===== config.mk =====
export PLATFORM = sky130hd
export DESIGN_NAME = app_stream_engine_flat
export DESIGN_NICKNAME = d
export VERILOG_FILES = /design/src/rtl/app_stream_engine_if.sv /design/src/rtl/app_stream_engine.sv /design/src/flat_wrapper.sv
export SDC_FILE = /design/constraint.sdc
export NUM_CORES = 1
export LEC_CHECK = 0
export BUFFER_PORTS_ARGS = -buffer_cell sky130_fd_sc_hd__buf_2
export CAP_MARGIN = 20
export CORE_MARGIN = 2
export CORE_UTILIZATION = 50
export CTS_CLUSTER_SIZE = 20
export DETAILED_ROUTE_END_ITERATION = 6
export PLACE_DENSITY = 0.75
export SYNTH_ARGS = -nofsm -noshare
export SYNTH_HDL_FRONTEND = slang
export SYNTH_SLANG_ARGS = --single-unit
export TNS_END_PERCENT = 50

===== constraint.sdc =====
create_clock -name clk -period 4.6 [get_ports clk]
set_clock_uncertainty 0.2 [all_clocks]
set_input_delay 0.92 -clock clk [delete_from_list [all_inputs] [get_ports clk]]
set_output_delay 0.92 -clock clk [all_outputs]
set_load 0.02 [all_outputs]

===== src/rtl/app_stream_engine_if.sv =====
// rtl/app_stream_engine_if.sv - host command FIFO and result FIFO signals of app_stream_engine
interface app_stream_engine_if #(
    parameter int XB_SIZE = 32
);
    logic               pc_msg_empty;
    logic               pc_msg_ack;
    logic [XB_SIZE-1:0] pc_msg;
    logic               fpga_msg_full;
    logic               fpga_msg_valid;
    logic [XB_SIZE-1:0] fpga_msg;

    modport master (
        input  pc_msg_empty, pc_msg, fpga_msg_full,
        output pc_msg_ack, fpga_msg_valid, fpga_msg
    );

    modport slave (
        output pc_msg_empty, pc_msg, fpga_msg_full,
        input  pc_msg_ack, fpga_msg_valid, fpga_msg
    );
endinterface


===== src/rtl/app_stream_engine.sv =====
// rtl/app_stream_engine.sv - host-commanded burst stream engine with ping, abort and heartbeat
// Optional trailing XOR checksum word per burst when APP_CHECKSUM_EN is defined.
module app_stream_engine #(
    parameter int XB_SIZE     = 32,
    parameter int N_CH        = 4,
    parameter int HB_CTR_SIZE = 16
) (
    input  logic                clk,
    input  logic                reset_n,
    app_stream_engine_if.master bus,
    output logic                app_done,
    output logic                heartbeat,
    output logic                error
);
    localparam int SEQ_W = XB_SIZE - 8;
    localparam logic [3:0] OP_START = 4'h1;
    localparam logic [3:0] OP_STOP  = 4'h2;
    localparam logic [3:0] OP_PING  = 4'h3;
    localparam logic [SEQ_W-1:0]       SEQ_ONE = 1;
    localparam logic [HB_CTR_SIZE-1:0] HB_ONE  = 1;
    localparam logic [3:0]             CH_LAST = 4'(N_CH - 1);

    typedef enum logic [2:0] {
        S_IDLE   = 3'd0,
        S_STREAM = 3'd1,
        S_PING   = 3'd2,
`ifdef APP_CHECKSUM_EN
        S_CSUM   = 3'd4,
`endif
        S_DONE   = 3'd3
    } state_t;

    state_t                 r_state;
    logic                   r_run;
    logic [SEQ_W-1:0]       r_seq;
    logic [3:0]             r_ch;
    logic [15:0]            r_remaining;
    logic [XB_SIZE-5:0]     r_ping;
    logic                   r_valid;
    logic [XB_SIZE-1:0]     r_msg;
    logic                   r_done;
    logic                   r_error;
    logic [HB_CTR_SIZE-1:0] r_hb;
`ifdef APP_CHECKSUM_EN
    logic [XB_SIZE-5:0]     r_csum;
`endif

    logic [3:0]         w_op;
    logic               w_cmd;
    logic               w_stop_pop;
    logic               w_write;
    logic [XB_SIZE-1:0] w_stream_word;

    assign w_op          = bus.pc_msg[XB_SIZE-1 -: 4];
    // r_run keeps the host FIFO untouched until the first edge after reset release
    assign w_cmd         = r_run & ~bus.pc_msg_empty;
    assign w_stop_pop    = w_cmd & (r_state == S_STREAM) & (w_op == OP_STOP);
    assign w_write       = ~bus.fpga_msg_full;
    assign w_stream_word = {4'hA, r_ch, r_seq};

    assign bus.pc_msg_ack     = (w_cmd & (r_state == S_IDLE)) | w_stop_pop;
    assign bus.fpga_msg_valid = r_valid;
    assign bus.fpga_msg       = r_msg;
    assign app_done           = r_done;
    assign error              = r_error;
    assign heartbeat          = r_hb[HB_CTR_SIZE-1];

    always_ff @(posedge clk or negedge reset_n) begin
        if (!reset_n) begin
            r_state     <= S_IDLE;
            r_run       <= 1'b0;
            r_seq       <= '0;
            r_ch        <= '0;
            r_remaining <= '0;
            r_ping      <= '0;
            r_valid     <= 1'b0;
            r_msg       <= '0;
            r_done      <= 1'b0;
            r_error     <= 1'b0;
            r_hb        <= '0;
`ifdef APP_CHECKSUM_EN
            r_csum      <= '0;
`endif
        end else begin
            r_run   <= 1'b1;
            r_hb    <= r_hb + HB_ONE;
            r_valid <= 1'b0;
            r_done  <= 1'b0;
            case (r_state)
                S_IDLE: begin
                    if (w_cmd) begin
                        case (w_op)
                            OP_START: begin
                                if (bus.pc_msg[15:0] == 16'd0) begin
                                    r_state <= S_DONE;
                                end else begin
                                    r_state     <= S_STREAM;
                                    r_seq       <= '0;
                                    r_ch        <= '0;
                                    r_remaining <= bus.pc_msg[15:0];
`ifdef APP_CHECKSUM_EN
                                    r_csum      <= '0;
`endif
                                end
                            end
                            OP_PING: begin
                                r_ping  <= bus.pc_msg[XB_SIZE-5:0];
                                r_state <= S_PING;
                            end
                            OP_STOP: ;
                            default: r_error <= 1'b1;
                        endcase
                    end
                end
                S_STREAM: begin
                    if (w_write) begin
                        r_valid     <= 1'b1;
                        r_msg       <= w_stream_word;
                        r_remaining <= r_remaining - 16'd1;
`ifdef APP_CHECKSUM_EN
                        r_csum      <= r_csum ^ w_stream_word[XB_SIZE-5:0];
`endif
                        if (r_ch == CH_LAST) begin
                            r_ch  <= '0;
                            r_seq <= r_seq + SEQ_ONE;
                        end else begin
                            r_ch  <= r_ch + 4'd1;
                        end
                    end
                    // an abort still lets the word of this cycle go out first
                    if (w_stop_pop || (w_write && r_remaining == 16'd1)) begin
`ifdef APP_CHECKSUM_EN
                        r_state <= S_CSUM;
`else
                        r_state <= S_DONE;
`endif
                    end
                end
                S_PING: begin
                    if (w_write) begin
                        r_valid <= 1'b1;
                        r_msg   <= {4'h5, r_ping};
                        r_state <= S_IDLE;
                    end
                end
`ifdef APP_CHECKSUM_EN
                S_CSUM: begin
                    if (w_write) begin
                        r_valid <= 1'b1;
                        r_msg   <= {4'hC, r_csum};
                        r_state <= S_DONE;
                    end
                end
`endif
                S_DONE: begin
                    r_done  <= 1'b1;
                    r_state <= S_IDLE;
                end
                default: r_state <= S_IDLE;
            endcase
        end
    end
endmodule


===== src/flat_wrapper.sv =====
// flat-port wrapper written by rule: the top's interface ports become plain ports
module app_stream_engine_flat 
#(
    parameter int XB_SIZE     = 32,
    parameter int N_CH        = 4,
    parameter int HB_CTR_SIZE = 16
)
  (clk, reset_n, app_done, heartbeat, error, bus_pc_msg_empty, bus_pc_msg, bus_fpga_msg_full, bus_pc_msg_ack, bus_fpga_msg_valid, bus_fpga_msg);
  app_stream_engine_if #(.XB_SIZE(XB_SIZE)) bus_i ();
  input  logic clk;
  input  logic reset_n;
  output logic app_done;
  output logic heartbeat;
  output logic error;
  input wire logic [$bits(bus_i.pc_msg_empty)-1:0] bus_pc_msg_empty;
  input wire logic [$bits(bus_i.pc_msg)-1:0] bus_pc_msg;
  input wire logic [$bits(bus_i.fpga_msg_full)-1:0] bus_fpga_msg_full;
  output wire logic [$bits(bus_i.pc_msg_ack)-1:0] bus_pc_msg_ack;
  output wire logic [$bits(bus_i.fpga_msg_valid)-1:0] bus_fpga_msg_valid;
  output wire logic [$bits(bus_i.fpga_msg)-1:0] bus_fpga_msg;
  assign bus_i.pc_msg_empty = bus_pc_msg_empty;
  assign bus_i.pc_msg = bus_pc_msg;
  assign bus_i.fpga_msg_full = bus_fpga_msg_full;
  assign bus_pc_msg_ack = bus_i.pc_msg_ack;
  assign bus_fpga_msg_valid = bus_i.fpga_msg_valid;
  assign bus_fpga_msg = bus_i.fpga_msg;
  app_stream_engine #(.XB_SIZE(XB_SIZE), .N_CH(N_CH), .HB_CTR_SIZE(HB_CTR_SIZE)) u_core (.clk(clk), .reset_n(reset_n), .bus(bus_i), .app_done(app_done), .heartbeat(heartbeat), .error(error));
endmodule

# Word level (Yosys, flattened, before mapping)

Index checks and enable logic that the tools add are counted.
Widths: inputs -> output; s select.

Add/subtract/negate cells: 4
Eq/ne operators: 16
Multiplexer cells: 29
Bitwise logic cells: 8
Reduce and logical (&&, ||, !) cells: 14

Operators with widths:

| cell                  | number |
|---|---|
| $mux 24               | 5 |
| $mux 16               | 4 |
| $mux 32               | 2 |
| $pmux 32 s2           | 1 |
| $pmux 24 s2           | 1 |
| $pmux 16 s2           | 1 |
| $add 24x1->24 const B | 1 |
| $mux 4                | 5 |
| $add 16x1->16 const B | 1 |
| $eq 16x1->1 const B   | 1 |
| $logic_not 16->1      | 1 |
| $sub 16x1->16 const B | 1 |
| $eq 4x2->1 const B    | 3 |
| $ne 2x2->1 const B    | 6 |
| $mux 3                | 3 |
| $pmux 3 s3            | 1 |
| $reduce_and 3->1      | 3 |
| $pmux 4 s2            | 1 |
| $eq 3x2->1 const B    | 2 |
| $pmux 3 s2            | 1 |
| $reduce_and 6->1      | 1 |
| $reduce_and 5->1      | 1 |
| $add 4x1->4 const B   | 1 |
| $and 1x1->1           | 4 |
| 15 further kinds      | 20 |

Register bits after elaboration: 127
Output and inout bits: 37
Logic and storage cells: 82

# Logic depth before layout (Yosys ltp)

Depth in word-level cells: 7
Mapped depth: 10
Depth with buffers taken out: 7

# Worst setup path before layout

OpenSTA, ideal clock, no wires.

Path type: input-to-output
Start: in bus_pc_msg[28]
End: out bus_pc_msg_ack
Data arrival time: 1.782 ns
Required time: 3.480 ns
Slack: 1.698 ns
Stages on the path: 3
Path buffers: 0
Cells stage by stage: nor4b_1 > a21oi_1 > nor2b_1

Cells in the longest elaborated chain, start to end: 3

RTL lines:

| item            | line                    | source |
|---|---|---|
| start, declared | flat_wrapper.sv:16      | `input wire logic [$bits(bus_i.pc_msg)-1:0] bus_pc_msg;` |
| $eq 4x2->1      | app_stream_engine.sv:57 | `assign w_stop_pop = w_cmd & (r_state == S_STREAM) & (w_op == OP_STOP);` |
| $and 1x1->1     | app_stream_engine.sv:57 |  |
| $or 1x1->1      | app_stream_engine.sv:61 | `assign bus.pc_msg_ack = (w_cmd & (r_state == S_IDLE)) \| w_stop_pop;` |
| end, declared   | flat_wrapper.sv:18      | `output wire logic [$bits(bus_i.pc_msg_ack)-1:0] bus_pc_msg_ack;` |

No other way between the ends.

# Final worst setup path

Start: reg u_core.r_state[0]
End: reg u_core.r_seq[17]

Cells in the longest elaborated chain, start to end: 3

RTL lines:

| item                                          | line                     | source |
|---|---|---|
| start, declared                               | app_stream_engine.sv:33  | `state_t r_state;` |
| start signal, assigned                        | app_stream_engine.sv:70  | `r_state <= S_IDLE;` |
| start signal, assigned                        | app_stream_engine.sv:95  | `r_state <= S_DONE;` |
| start signal, assigned                        | app_stream_engine.sv:97  | `r_state <= S_STREAM;` |
| $eq 3x1->1 or $logic_not 3->1 (tied branches) | app_stream_engine.sv:89  | `case (r_state)` |
| $ne 2x2->1 (no line) (tied with other cells)  | -                        |  |
| $reduce_and 6->1 (no line)                    | -                        |  |
| end signal, assigned                          | app_stream_engine.sv:125 | `r_seq <= r_seq + SEQ_ONE;` |
| end, declared                                 | app_stream_engine.sv:35  | `logic [SEQ_W-1:0] r_seq;` |

Parallel ways exist; a longest one is shown, timed or not.
A chain may end at the register's enable or synchronous reset.

==> impl_metrics.json <==
{
  "first_iter_violations": 298,
  "netlist.area_leader.share": 0.498,
  "power.static_leakage_nw": 3.39,
  "dr.pass1.iters": 5,
  "fp.dieW_um": 116,
  "worstSetupStartpointType": "flop",
  "cts-root-buf": "clkbuf_16",
  "core-area_um2": 12100,
  "layout-drive-gt1-share": 0.227,
  "synth_area_leader_cell": "dfrtp_1",
  "yosys-top-cells-area": "dfrtp_1, mux2i_1, nand2_1",
  "layout.cells.non_filler": 859,
  "vias": 5036,
  "min_period_ns": 3.09,
  "wl_mm": 14.7,
  "synth_xor_xnor_area_share": 0.0197,
  "peakVddDrop_uv": 440,
  "synth_edf_count": 0,
  "detail_route.wl_per_cell_um": 17.1,
  "dpl_cell_area_um2": 6760,
  "ant_nets": 0,
  "n_antenna_cell": 0,
  "min_period_over_period": 0.671,
  "ys_warn_count": 0,
  "max_slew_margin": 0.306,
  "drv_cap": 0,
  "tightest_slew_ns": 1.04,
  "synth-adder-area-share": 0.0181,
  "worst-r2r-setup-slack_ns": 1.51,
  "cp_data_arrival_time_ns": 3.22,
  "grt_setup_unrepaired": "no",
  "clk_pin_slew_ns": 0.06,
  "insertion_delay_ns": 0.42,
  "place.gp.congestion": 0.916,
  "reg2reg_depth": 8,
  "async_reset_ff_frac": 1.00,
  "yosys.area_share.simple": 0.218,
  "ios": 73,
  "post-dp-hpwl_mm": 9.85,
  "ys_types": 61,
  "synth_mux_area_frac": 0.107,
  "track_usage": 0.236,
  "synthToLayoutAreaGrowth_pct": 19.3,
  "crit_fanout": 30,
  "status": "complete, no violations",
  "grt_max_degree": 86,
  "setup_viol": 0,
  "yosysMostFrequentCell": "dfrtp_1",
  "ys_seq_area_frac": 0.498,
  "synth_ff_type": "dfrtp_1",
  "design_area_um2": 7440,
  "drc": 0,
  "hold_viol": 0,
  "netlist_area_um2": 6240,
  "cts_max_level": 4,
  "numClockSinks": 124,
  "die_h_um": 116,
  "cts_tree": "built",
  "synth_cells": 612,
  "ys_ff_latch": 124,
  "fmax_mhz": 324,
  "placement_rows": 40,
  "fin_tns_setup_ns": 0,
  "synth-compound-area-share": 0.109,
  "hold_class": "in2async",
  "crit_type": "reg2reg",
  "grt_antenna_before_repair": 0,
  "synth_area_per_cell_um2": 10.2,
  "first_global_vias": 4980,
  "overflow": 0,
  "syn-num-nets": 657,
  "cts.path.max_buffers": 2,
  "fillers": 1037,
  "numPortBuffers": 72,
  "cts_inserted_buffers": 17,
  "synth_commonest_cells": "dfrtp_1, nand2_1, o21ai_0, mux2i_1",
  "critPathRequiredTime_ns": 4.73,
  "synth_top_family_by_area": "simple AND/OR/NAND/NOR gates",
  "p_per_area_nw_per_um2": 680,
  "dieArea_um2": 13400,
  "post-place-cells": 825,
  "initial_core_util": 0.515,
  "ctsResizeCount": 0,
  "slew_viol_final": 0,
  "cts_hold_repair.buffers": 0,
  "final_nets": 723,
  "cts_setup_buffers": 0,
  "viasPerCell": 5.86,
  "r2r-end": "u_core.r_seq[17]",
  "whs_ns": 0.251,
  "grt_first_pass_wirelength_mm": 24.4,
  "r2r-start": "u_core.r_state[0]",
  "cp-end-kind": "flop"
}
layout make-up:
| type | count | area, um^2 | share of cell area |
|---|---|---|---|
| clock inverter | 14 | 194 | 0.0261 |
| tap | 168 | 210 | 0.0283 |
| timing repair buffer | 83 | 498 | 0.0670 |
| multi-input combinational | 444 | 2960 | 0.398 |
| clock buffer | 18 | 439 | 0.0591 |
| inverter | 8 | 30.0 | 0.00404 |
| sequential | 124 | 3100 | 0.417 |
metal layers:
metal	up-vias	wire [um]	global-route usage
li1	2386	-	-
met2	154	6920	0.362
met1	2468	6690	0.324
met3	28	793	0.0492
met5	-	0	0
met4	0	283	0.109
stage by stage:
stage	utilization	power [mW]	worst slack, ns
finish	0.614	5.06	1.51
CTS	0.610	5.07	1.53
detailed placement	0.558	3.62	1.20
global placement	0.556	3.52	1.04
floorplan	-	3.07	1.70
global route	0.614	5.39	1.39
registers in the layout, indices dropped and copies added (netlist names):
name / flops
u_core.error: 1
u_core.r_ping: 28
u_core.r_run: 1
u_core.r_remaining: 16
u_core.r_seq: 24
u_core.bus.fpga_msg_valid: 1
u_core.bus.fpga_msg: 30
u_core.r_hb: 16
u_core.r_ch: 4
u_core.app_done: 1
u_core.r_state: 2
cells by family (layout without fill, tap and decap cells):
| family | Yosys count | in the layout |
|---|---|---|
| multiplexers | 63 | 63 |
| other | 1 | 1 |
| AO/OA/AOI/OAI | 104 | 104 |
| AND/OR/NAND/NOR | 253 | 253 |
| flip-flops | 124 | 124 |
| adder cells (fa/ha/maj) | 9 | 9 |
| XOR/XNOR | 14 | 14 |
| buffers and inverters | 44 | 123 |
where the power goes:
part / switching (mW) / internal [mW]
logic: 1.08 / 0.729
registers: 0.360 / 1.46
clock network: 0.503 / 0.920
critical path: stages, from the launching register on:
cell and delay [ns]:
dfrtp_1 0.40, inv_1 0.11, ha_1 0.45, and4bb_2 0.32
a21oi_1 0.10, a211o_1 0.55, buf_16 0.27, or4b_1 0.48
o211ai_1 0.10
cell usage in the layout, fill, tap and decap left out, types with 5 or more instances in the layout:
cell type and count:
dfrtp_1 124, o211ai_1 11, o21ai_0 39, nand3_1 29
and4_1 7, nor2_1 17, xor2_1 6, nand4_1 7
nor3_1 17, or3_1 6, or4_1 10, a21oi_1 12
nand2_1 89, o221ai_1 8, nand3b_1 8, clkbuf_16 17
xnor2_1 8, mux2i_1 34, mux2_2 29, or4b_1 5
buf_4 9, buf_2 71, ha_1 7, inv_1 8
nor4_1 18, clkinvlp_4 5, and3_1 16
how the worst max path moves through the flow:
stage	start	end	cells after the start	slack, ns
2_1_floorplan	bus_pc_msg[28]	bus_pc_msg_ack	3	1.70
3_3_place_gp	bus_pc_msg[10]	u_core.r_seq[14]	6	1.04
3_5_place_dp	bus_pc_msg[10]	u_core.r_remaining[5]	6	1.20
4_1_cts	bus_pc_msg[28]	bus_pc_msg_ack	5	1.53
5_1_grt	u_core.r_state[0]	u_core.r_seq[23]	8	1.39
6_report	u_core.r_state[0]	u_core.r_seq[17]	8	1.51
(Power assumes the default switching activity.)
